<file path="src/rtl/coffee_display_sched.sv">
// coffee_display_sched: picks the message for the 4-digit multiplexed display
// (idle / drink selection / rotating error) and drives the digit scan.
// Message changes are only taken at scan-frame boundaries.
module coffee_display_sched #(
    parameter int SCAN_DIV    = 50000,
    parameter int HOLD_FRAMES = 200
) (
    input  logic       CLK,
    input  logic       RSTn,
    input  logic [3:0] S,
    input  logic       SR,
    input  logic       SP,
    input  logic       SN,
    input  logic       VL,
    output logic [3:0] MSG,
    output logic [1:0] DIG,
    output logic [3:0] DIG_EN,
    output logic       ERR_ANY
);

    // A zero-width counter is not legal, so each width has a floor of 1 bit.
    localparam int PW = (SCAN_DIV > 1) ? $clog2(SCAN_DIV) : 1;
    localparam int HW = (HOLD_FRAMES > 1) ? $clog2(HOLD_FRAMES) : 1;
    localparam logic [PW-1:0] PRE_LAST  = PW'(SCAN_DIV - 1);
    localparam logic [HW-1:0] HOLD_LAST = HW'(HOLD_FRAMES - 1);

    typedef enum logic [1:0] {IDLE, SHOW_SEL, SHOW_ERR} state_t;

    // synchroniser stages
    logic [3:0] s_m, s_s;
    logic       sr_m, sr_s, sp_m, sp_s, sn_m, sn_s, vl_m, vl_s;

    logic [3:0]    e;
    logic          err_any;
    logic [PW-1:0] pre;
    logic [1:0]    dig;
    logic          tick, frame_end;

    state_t        state, state_n;
    logic [1:0]    cur, cur_n;
    logic [HW-1:0] hold, hold_n;
    logic [3:0]    msg, msg_n;
    logic [3:0]    sel_code;

    // Lowest active error index (0 if none; only used when e != 0).
    function automatic logic [1:0] lowest(input logic [3:0] ev);
        logic [1:0] r;
        r = 2'd0;
        for (int i = 3; i >= 0; i--)
            if (ev[i]) r = 2'(i);
        return r;
    endfunction

    // Next active index after c, wrapping; the fourth step lands on c itself
    // so a sole active error keeps being selected.
    function automatic logic [1:0] next_after(input logic [3:0] ev, input logic [1:0] c);
        logic [1:0] r;
        logic [1:0] idx;
        logic       found;
        r     = c;
        found = 1'b0;
        for (int k = 1; k <= 4; k++) begin
            idx = c + 2'(k);
            if (!found && ev[idx]) begin
                r     = idx;
                found = 1'b1;
            end
        end
        return r;
    endfunction

    // Two-flop synchronisers for every asynchronous input.
    always_ff @(posedge CLK or negedge RSTn) begin
        if (!RSTn) begin
            s_m  <= '0;  s_s  <= '0;
            sr_m <= 1'b0; sr_s <= 1'b0;
            sp_m <= 1'b0; sp_s <= 1'b0;
            sn_m <= 1'b0; sn_s <= 1'b0;
            vl_m <= 1'b0; vl_s <= 1'b0;
        end else begin
            s_m  <= S;    s_s  <= s_m;
            sr_m <= SR;   sr_s <= sr_m;
            sp_m <= SP;   sp_s <= sp_m;
            sn_m <= SN;   sn_s <= sn_m;
            vl_m <= VL;   vl_s <= vl_m;
        end
    end

    // ERDI: a drink is requested before the money is validated.
    assign e = {~vl_s & (|s_s), sn_s, sp_s, sr_s};

    // Registered error summary; pulses even for errors too short to display.
    always_ff @(posedge CLK or negedge RSTn) begin
        if (!RSTn) err_any <= 1'b0;
        else       err_any <= |e;
    end

    assign tick      = (pre == PRE_LAST);
    assign frame_end = tick & (dig == 2'd3);

    // Digit-slot prescaler and digit scan counter.
    always_ff @(posedge CLK or negedge RSTn) begin
        if (!RSTn) begin
            pre <= '0;
            dig <= 2'd0;
        end else if (tick) begin
            pre <= '0;
            dig <= dig + 2'd1;
        end else begin
            pre <= pre + PW'(1);
        end
    end

    // Selection priority S0 > S1 > S2 > S3.
    always_comb begin
        sel_code = 4'd0;
        if      (s_s[0]) sel_code = 4'd1;
        else if (s_s[1]) sel_code = 4'd2;
        else if (s_s[2]) sel_code = 4'd3;
        else if (s_s[3]) sel_code = 4'd4;
    end

    // FSM registers: state, rotating error pointer, hold counter, message.
    always_ff @(posedge CLK or negedge RSTn) begin
        if (!RSTn) begin
            state <= IDLE;
            cur   <= 2'd0;
            hold  <= '0;
            msg   <= 4'd0;
        end else begin
            state <= state_n;
            cur   <= cur_n;
            hold  <= hold_n;
            msg   <= msg_n;
        end
    end

    // Next-state / message decision, only acted on at a frame boundary.
    always_comb begin
        state_n = state;
        cur_n   = cur;
        hold_n  = hold;
        msg_n   = msg;
        if (frame_end) begin
            if (|e) begin
                state_n = SHOW_ERR;
                if (state != SHOW_ERR) begin
                    cur_n  = lowest(e);
                    hold_n = '0;
                end else if (!e[cur]) begin
                    cur_n  = next_after(e, cur);
                    hold_n = '0;
                end else if (hold == HOLD_LAST) begin
                    cur_n  = next_after(e, cur);
                    hold_n = '0;
                end else begin
                    hold_n = hold + HW'(1);
                end
                msg_n = 4'd5 + {2'b00, cur_n};
            end else if (|s_s) begin
                state_n = SHOW_SEL;
                msg_n   = sel_code;
            end else begin
                state_n = IDLE;
                msg_n   = 4'd0;
            end
        end
    end

    assign MSG     = msg;
    assign DIG     = dig;
    assign DIG_EN  = 4'b0001 << dig;
    assign ERR_ANY = err_any;

endmodule
</file>
<file path="config.mk">
export PLATFORM = sky130hd
export DESIGN_NAME = coffee_display_sched
export DESIGN_NICKNAME = d
export VERILOG_FILES = /design/src/rtl/coffee_display_sched.sv
export SDC_FILE = /design/constraint.sdc
export NUM_CORES = 1
export LEC_CHECK = 0
export CAP_MARGIN = 20
export CORE_UTILIZATION = 36
export CTS_CLUSTER_DIAMETER = 200
export DETAILED_ROUTE_END_ITERATION = 8
export PLACE_DENSITY = 0.63
export SETUP_SLACK_MARGIN = 0.05
export SLEW_MARGIN = 20
export SYNTH_ARGS = -nofsm -noshare
export SYNTH_HDL_FRONTEND = slang
export SYNTH_SLANG_ARGS = --single-unit
</file>
<file path="constraint.sdc">
create_clock -name CLK -period 7.5 [get_ports CLK]
set_clock_uncertainty 0.2 [all_clocks]
set_input_delay 1.125 -clock CLK [delete_from_list [all_inputs] [get_ports CLK]]
set_output_delay 1.125 -clock CLK [all_outputs]
set_load 0.01 [all_outputs]
</file>
## After elaboration in Yosys (flattened, before gate mapping)

Cells that the tools add are included.

- Bits in registers: 51
- Bits of input ports: 10
- Output and inout bits: 11

- Eq/ne operators: 4
- Muxes and demuxes: 68
- $lt $le $gt $ge: 4
- Add/subtract/negate cells: 7
- Bitwise logic cells: 3
- Reduce and logical (&&, ||, !) cells: 15
- Shifts and indexed selects: 1

Operators with widths:

| cell | number |
|---|---|
| $mux 1 | 37 |
| $mux 2 | 17 |
| $mux 8 | 3 |
| $mux 4 | 5 |
| $add 16x1->16 const B | 1 |
| $eq 16x16->1 const B | 1 |
| $mux 16 | 1 |
| $lt 2x3->1 const B | 4 |
| $add 8x1->8 const B | 1 |
| $bmux 1 s2 | 4 |
| $eq 8x8->1 const B | 1 |
| $reduce_or 4->1 | 2 |
| $logic_and 1x1->1 | 6 |
| $logic_not 1->1 | 6 |
| $add 2x1->2 const B | 2 |
| $add 2x2->2 const B | 2 |
| $add 3x2->4 const A | 1 |
| $shl 1x2->4 const A | 1 |
| $mux 3 | 1 |
| $and 1x1->1 | 2 |
| $eq 2x2->1 const B | 1 |
| $ne 2x2->1 const B | 1 |
| $reduce_and 2->1 | 1 |
| $not 1->1 | 1 |

## Depth between registers and ports, before layout

- Word-level depth: 36
- Mapped depth: 10

## Worst setup path before layout

Ideal clock, no wire load.

- Kind: flip-flop to flip-flop
- Start point: register s_s[1]
- End point: register msg[1], in the netlist MSG[1]
- Arrival time: 2.248 ns
- Buffers on the path: 0
- Stages on the path, launching flop included: 10
- Data required time: 7.166 ns
- Library setup time: 0.134 ns
- Slack: 4.919 ns
- Cells stage by stage: dfrtp_1 -> or4_1 -> a2111oi_0 -> a311oi_1 -> nand4_1 -> xnor2_1 -> o21ai_0 -> ha_1 -> a21oi_1 -> o21ai_0

- Longest elaborated chain between the ends: 36
- Elaborated cells between the ends (all ways): 76
- Classes of those cells: add/sub: 1; mux: 60; bitwise: 1; reduce/logical: 14

Ends and longest elaborated chain:

| item | RTL line | text |
|---|---|---|
| start: declaration | 30 | `logic [3:0] s_m, s_s;` |
| start signal: assignment | 75 | `s_m <= '0; s_s <= '0;` |
| start signal: assignment | 81 | `s_m <= S; s_s <= s_m;` |
| $reduce_or 4->1 | 90, 160 |  |
| $and 1x1->1 | 90 | `assign e = {~vl_s & (\|s_s), sn_s, sp_s, sr_s};` |
| $bmux 1 s2 | 64 | `if (!found && ev[idx]) begin` |
| $mux 1 (not written as such) | 64 |  |
| $mux 1 | 64 |  |
| $mux 1 | 153 | `end else if (hold == HOLD_LAST) begin` |
| $mux 1 | 150 | `end else if (!e[cur]) begin` |
| $mux 1 | 147 | `if (state != SHOW_ERR) begin` |
| (+20 left out) | -- |  |
| $mux 2 | 64 |  |
| $mux 2 | 153 |  |
| $mux 2 | 150 |  |
| $mux 2 | 147 |  |
| $mux 2 | 145 | `if (\|e) begin` |
| $mux 2 | 144 | `if (frame_end) begin` |
| $add 3x2->4 | 159 | `msg_n = 4'd5 + {2'b00, cur_n};` |
| $mux 4 * | 145 |  |
| end signal: assignment | 134 | `msg <= msg_n;` |
| end: declaration | 42 | `logic [3:0] msg, msg_n;` |

Mark *: on every way between the ends. The rest lies on a longest branch, timed or not. The select of a mux whose other input is x is not followed.
A chain may end at the register's enable or synchronous reset.

## Final worst setup path

- Start point: register cur[1]
- End point: register msg[1], in the netlist MSG[1]

- Longest elaborated chain between the ends: 35
- Elaborated cells between the ends (all ways): 69
- Classes of those cells: add/sub: 4; mux: 53; reduce/logical: 12

Ends and longest elaborated chain:

| item | RTL line | text |
|---|---|---|
| start: declaration | 40 | `logic [1:0] cur, cur_n;` |
| start signal: assignment | 132 | `cur <= cur_n;` |
| $add 2x1->2 | 63 | `idx = c + 2'(k);` |
| $bmux 1 s2 | 64 |  |
| $mux 1 (not written as such) | 64 |  |
| $mux 1 | 64 |  |
| $mux 1 | 153 |  |
| $mux 1 | 150 |  |
| $mux 1 | 147 |  |
| $mux 1 | 145 |  |
| (+19 left out) | -- |  |
| $mux 2 | 64 |  |
| $mux 2 | 153 |  |
| $mux 2 * | 150 |  |
| $mux 2 * | 147 |  |
| $mux 2 * | 145 |  |
| $mux 2 * | 144 |  |
| $add 3x2->4 * | 159 |  |
| $mux 4 * | 145 |  |

Marks and branches as above.

==> summary by stage <==
Run status
The flow ran to the end, and the final reports show no timing, DRC or antenna violations.

Die
21 I/O pins were placed. The initial core utilization is ~38%. The die is 83.7 um tall. The total core area is approximately 0.0064 mm2. The die covers between 0.007 and 0.008 mm2. The number of core rows is 29. The die is roughly 84 um wide.

STA
The final total negative setup slack is 0 ns. Setup repair after global routing left no endpoint under its margin. The total count of max-transition violations in the final report is 0. The routed design could run at a clock period as short as 3.03 ns. Dividing the final minimum period by the clock period gives 40.4%.

The transition at the pin with the smallest max-transition slack is ~0.8 ns. The worst pin sits at a relative slew slack of approximately 46%. Timing would allow up to around 0.33 GHz.

The final hold violation count is 0. Setup violations remaining at the end of the flow were counted as 0. Across all setup checks in the final design, the least slack found is 4.47 ns.

Setup path
In this run the critical register-to-register path is launched from cur[1]$_DFFE_PN0P_. The kind of capture point of the worst setup path is a register. The dominant cell type by count on the critical path is sky130_fd_sc_hd__nand3_1. The start point of the critical path is cur[1]$_DFFE_PN0P_.

STA classifies the critical path startpoint as a register. Among all stages on the critical path, the largest delay is contributed by sky130_fd_sc_hd__o311ai_0. The type of the setup path with the least slack is register to register. The required time of the critical path is between 7 and 8 ns. Walking the worst path, the cells encountered are inv_1 > o311ai_0 > nand3_1 > nand3_1 > mux2i_1 > ha_1 > a21oi_1 > o21ai_0. The maximum fanout encountered on the critical timing path is 14.

Data arrives at the worst endpoint at a little over 3 ns. The stage delay of the slowest cell on the critical path is ~0.7 ns.

Clocking
For this design, the sink count on the clock tree is 51. The post-cts gate resize count is 0. After clock tree synthesis, the clock-pin slew on the worst setup and hold paths is 0.11 ns. The root buffer cell chosen for the clock tree is sky130_fd_sc_hd__clkbuf_8. In this run, post-CTS hold repair placed 0 buffers. The source-to-sink clock delay at the later pin of the worst-skew pair is roughly 0.31 ns. The H-tree was split into 2 levels.

In this run the post-CTS setup repair buffer count came out at 0. Clock tree synthesis inserted a total of 5 buffers. The CTS tree is built. The clock passes through at most 2 buffers.

Cells and area
Cells with a size suffix above 1 make up under 10% of the layout. The library cells used most frequently in the layout, excluding fill and tap cells, are sky130_fd_sc_hd__dfrtp_1, sky130_fd_sc_hd__nand2_1, sky130_fd_sc_hd__clkdlybuf4s50_1, sky130_fd_sc_hd__nor2_1, sky130_fd_sc_hd__o21ai_0. The filler cells instantiated in the layout total approximately 600.

The area added between synthesis and finish is 15.9%. Leaving out fill and tap cells, the most frequent cell in the layout is sky130_fd_sc_hd__dfrtp_1. The finished cells cover about 0.0028 mm2. 0 antenna diodes ended up in the layout. The number of nets at the end of the flow is between 200 and 300.

Placed design
The number of port buffers is 20. The detailed-placement wirelength estimate is 3220 um. The final weighted congestion in routability-driven placement is approximately 0.83.

Timing analysis after detailed placement gives a worst setup slack of between 4 and 5 ns. The placement-stage cell area is 0.00269 mm2.

Worst hold path
The worst hold path begins at s_m[2]$_DFF_PN0_. The worst hold path belongs to the class register to register.

Pwr
The maximum vdd drop is between 0.0001 and 0.00015 V. In this run the static leakage power is 1.17 nW. Total power for the finished layout comes to approximately 0.48 mW.

The power per standard cell area is about 170 mW/mm2.

Logic synthesis
The most used flip-flop cell after synthesis is sky130_fd_sc_hd__dfrtp_1. The netlist area before placement is between 0.002 and 0.0025 mm2. The post-synthesis register bit count is between 50 and 60. The number of nets in the synthesized netlist is ~250. The async set or reset register ratio after synthesis is 100%. The mean cell area of the mapped netlist is ~11 um2.

In this run, synthesis inferred 0 flip-flops with an integrated enable. The warning count from the yosys run is 0. Synthesis produced a netlist whose cell count is roughly 230. The unique cell type count in the Yosys netlist is 49. The portion of the post-synthesis area used by sequential elements is between 50% and 60%.

Detailed routing
Detailed routing inserted a total of between 1500 and 2000 vias. The detailed-route DRC error count is 0. Once detail routing completed, the nets flagged for antenna violations numbered 0. The detailed-routing iteration count for the pre-antenna-repair pass is 5.

The via density per instance is 5.39. Summed over all layers, the routed wires come to 4570 um. In this run, the number of DRC markers left after iteration 0 of detailed routing was 139. In the final routed layout, each cell accounts on average for between 10 and 15 um.

Flow run
The tool flagged a number of max-cap violations equal to 0.

Global routing
The wire length of the first global-routing pass is around 7900 um. The number of global-route vias before repair is around 1700. The number of antenna violations at the first check in global routing is 0. For this run the aggregate overflow at the end of global routing stands at 0. The overall track demand over capacity in global routing is between 10% and 20%. Entering global routing, the biggest net connects 52 pins.
critical path: cells and delay by family (launching register included):
family          cells  cell delay, ns
compound gates      3            0.93
simple gates        2            0.37
fa+ha+maj           1            0.30
mux                 1            0.37
flops               1            0.60
buf+inv             1            0.17
final timing paths:
kind | to | slack [ns] | cells past startpoint
hold / removal | s_s[2]$_DFF_PN0_ | 0.16 | 0
setup reg to reg | MSG[1]$_DFFE_PN0P_ | 4.47 | 8
setup / recovery | MSG[1]$_DFFE_PN0P_ | 4.47 | 8
max in group asynchronous | sr_m$_DFF_PN0_ | 5.97 | 2
hold reg to reg | s_s[2]$_DFF_PN0_ | 0.16 | 0
min in group asynchronous | pre[9]$_DFF_PN0_ | 0.71 | 2
stage by stage:
step | cells | hold WS, ns | util [%]
floorplan | 228 | 0.131 | -
global placement | 322 | 0.131 | 42.1
detailed placement | 322 | 0.135 | 42.1
CTS | 330 | 0.160 | 43.6
global route | 330 | 0.165 | 43.6
finish | 330 | 0.157 | 43.6
final cells by class:
| type | count | area (um2) | share of cell area (%) |
|---|---|---|---|
| clock inverter | 3 | 28.8 | 1.03 |
| sequential | 51 | 1280 | 45.8 |
| inverter | 10 | 37.5 | 1.35 |
| clock buffer | 5 | 68.8 | 2.47 |
| multi-input combinational | 163 | 1070 | 38.6 |
| timing repair buffer | 21 | 203 | 7.28 |
| tap | 77 | 96.3 | 3.46 |
power by group:
| part | switching (mW) | internal, mW |
|---|---|---|
| clock network | 0.101 | 0.0706 |
| logic | 0.0117 | 0.00893 |
| registers | 0.00411 | 0.279 |
registers in the layout, indices dropped and copies added, names as in the netlist, 2 cells and up:
name	cells
pre	16
hold	8
MSG	4
s_m	4
s_s	4
DIG	2
cur	2
state	2
cell families (layout without fill, tap and decap cells):
| family | after synthesis | count (layout) | synth area share (%) |
|---|---|---|---|
| buffers and inverters | 14 | 39 | 2.19 |
| DFF | 51 | 51 | 53.1 |
| adders and majority gates | 7 | 7 | 3.64 |
| muxes | 2 | 2 | 0.885 |
| xor gates and xnor gates | 15 | 15 | 5.47 |
| and+or+nand+nor | 94 | 94 | 22.6 |
| AOI/OAI and AO/OA | 45 | 45 | 12.1 |
per-layer routing:
layer	track usage (%)	wire (um)
met4	3.70	42
met2	21.4	2060
met1	19.9	2250
met5	0	0
met3	2.87	213
synthesized netlist by cell type (3+ instances only):
cell / number / share of area [%]
sky130_fd_sc_hd__o21ai_0: 15 / 3.1
sky130_fd_sc_hd__nand4_1: 5 / 1.3
sky130_fd_sc_hd__nor3_1: 7 / 1.5
sky130_fd_sc_hd__o31ai_1: 3 / 0.94
sky130_fd_sc_hd__nor2_1: 15 / 2.3
sky130_fd_sc_hd__nand2_1: 20 / 3.1
sky130_fd_sc_hd__ha_1: 7 / 3.6
sky130_fd_sc_hd__and3_1: 3 / 0.78
sky130_fd_sc_hd__xor2_1: 8 / 2.9
sky130_fd_sc_hd__inv_1: 10 / 1.6
sky130_fd_sc_hd__nand2b_1: 6 / 1.6
sky130_fd_sc_hd__xnor2_1: 7 / 2.6
sky130_fd_sc_hd__o31a_1: 3 / 1.1
sky130_fd_sc_hd__clkbuf_1: 4 / 0.62
sky130_fd_sc_hd__dfrtp_1: 51 / 53
sky130_fd_sc_hd__nand3_1: 14 / 2.9
sky130_fd_sc_hd__a21oi_1: 9 / 1.9
sky130_fd_sc_hd__nor2b_1: 5 / 1.3
Note: power is estimated with default switching activity, not from simulation.
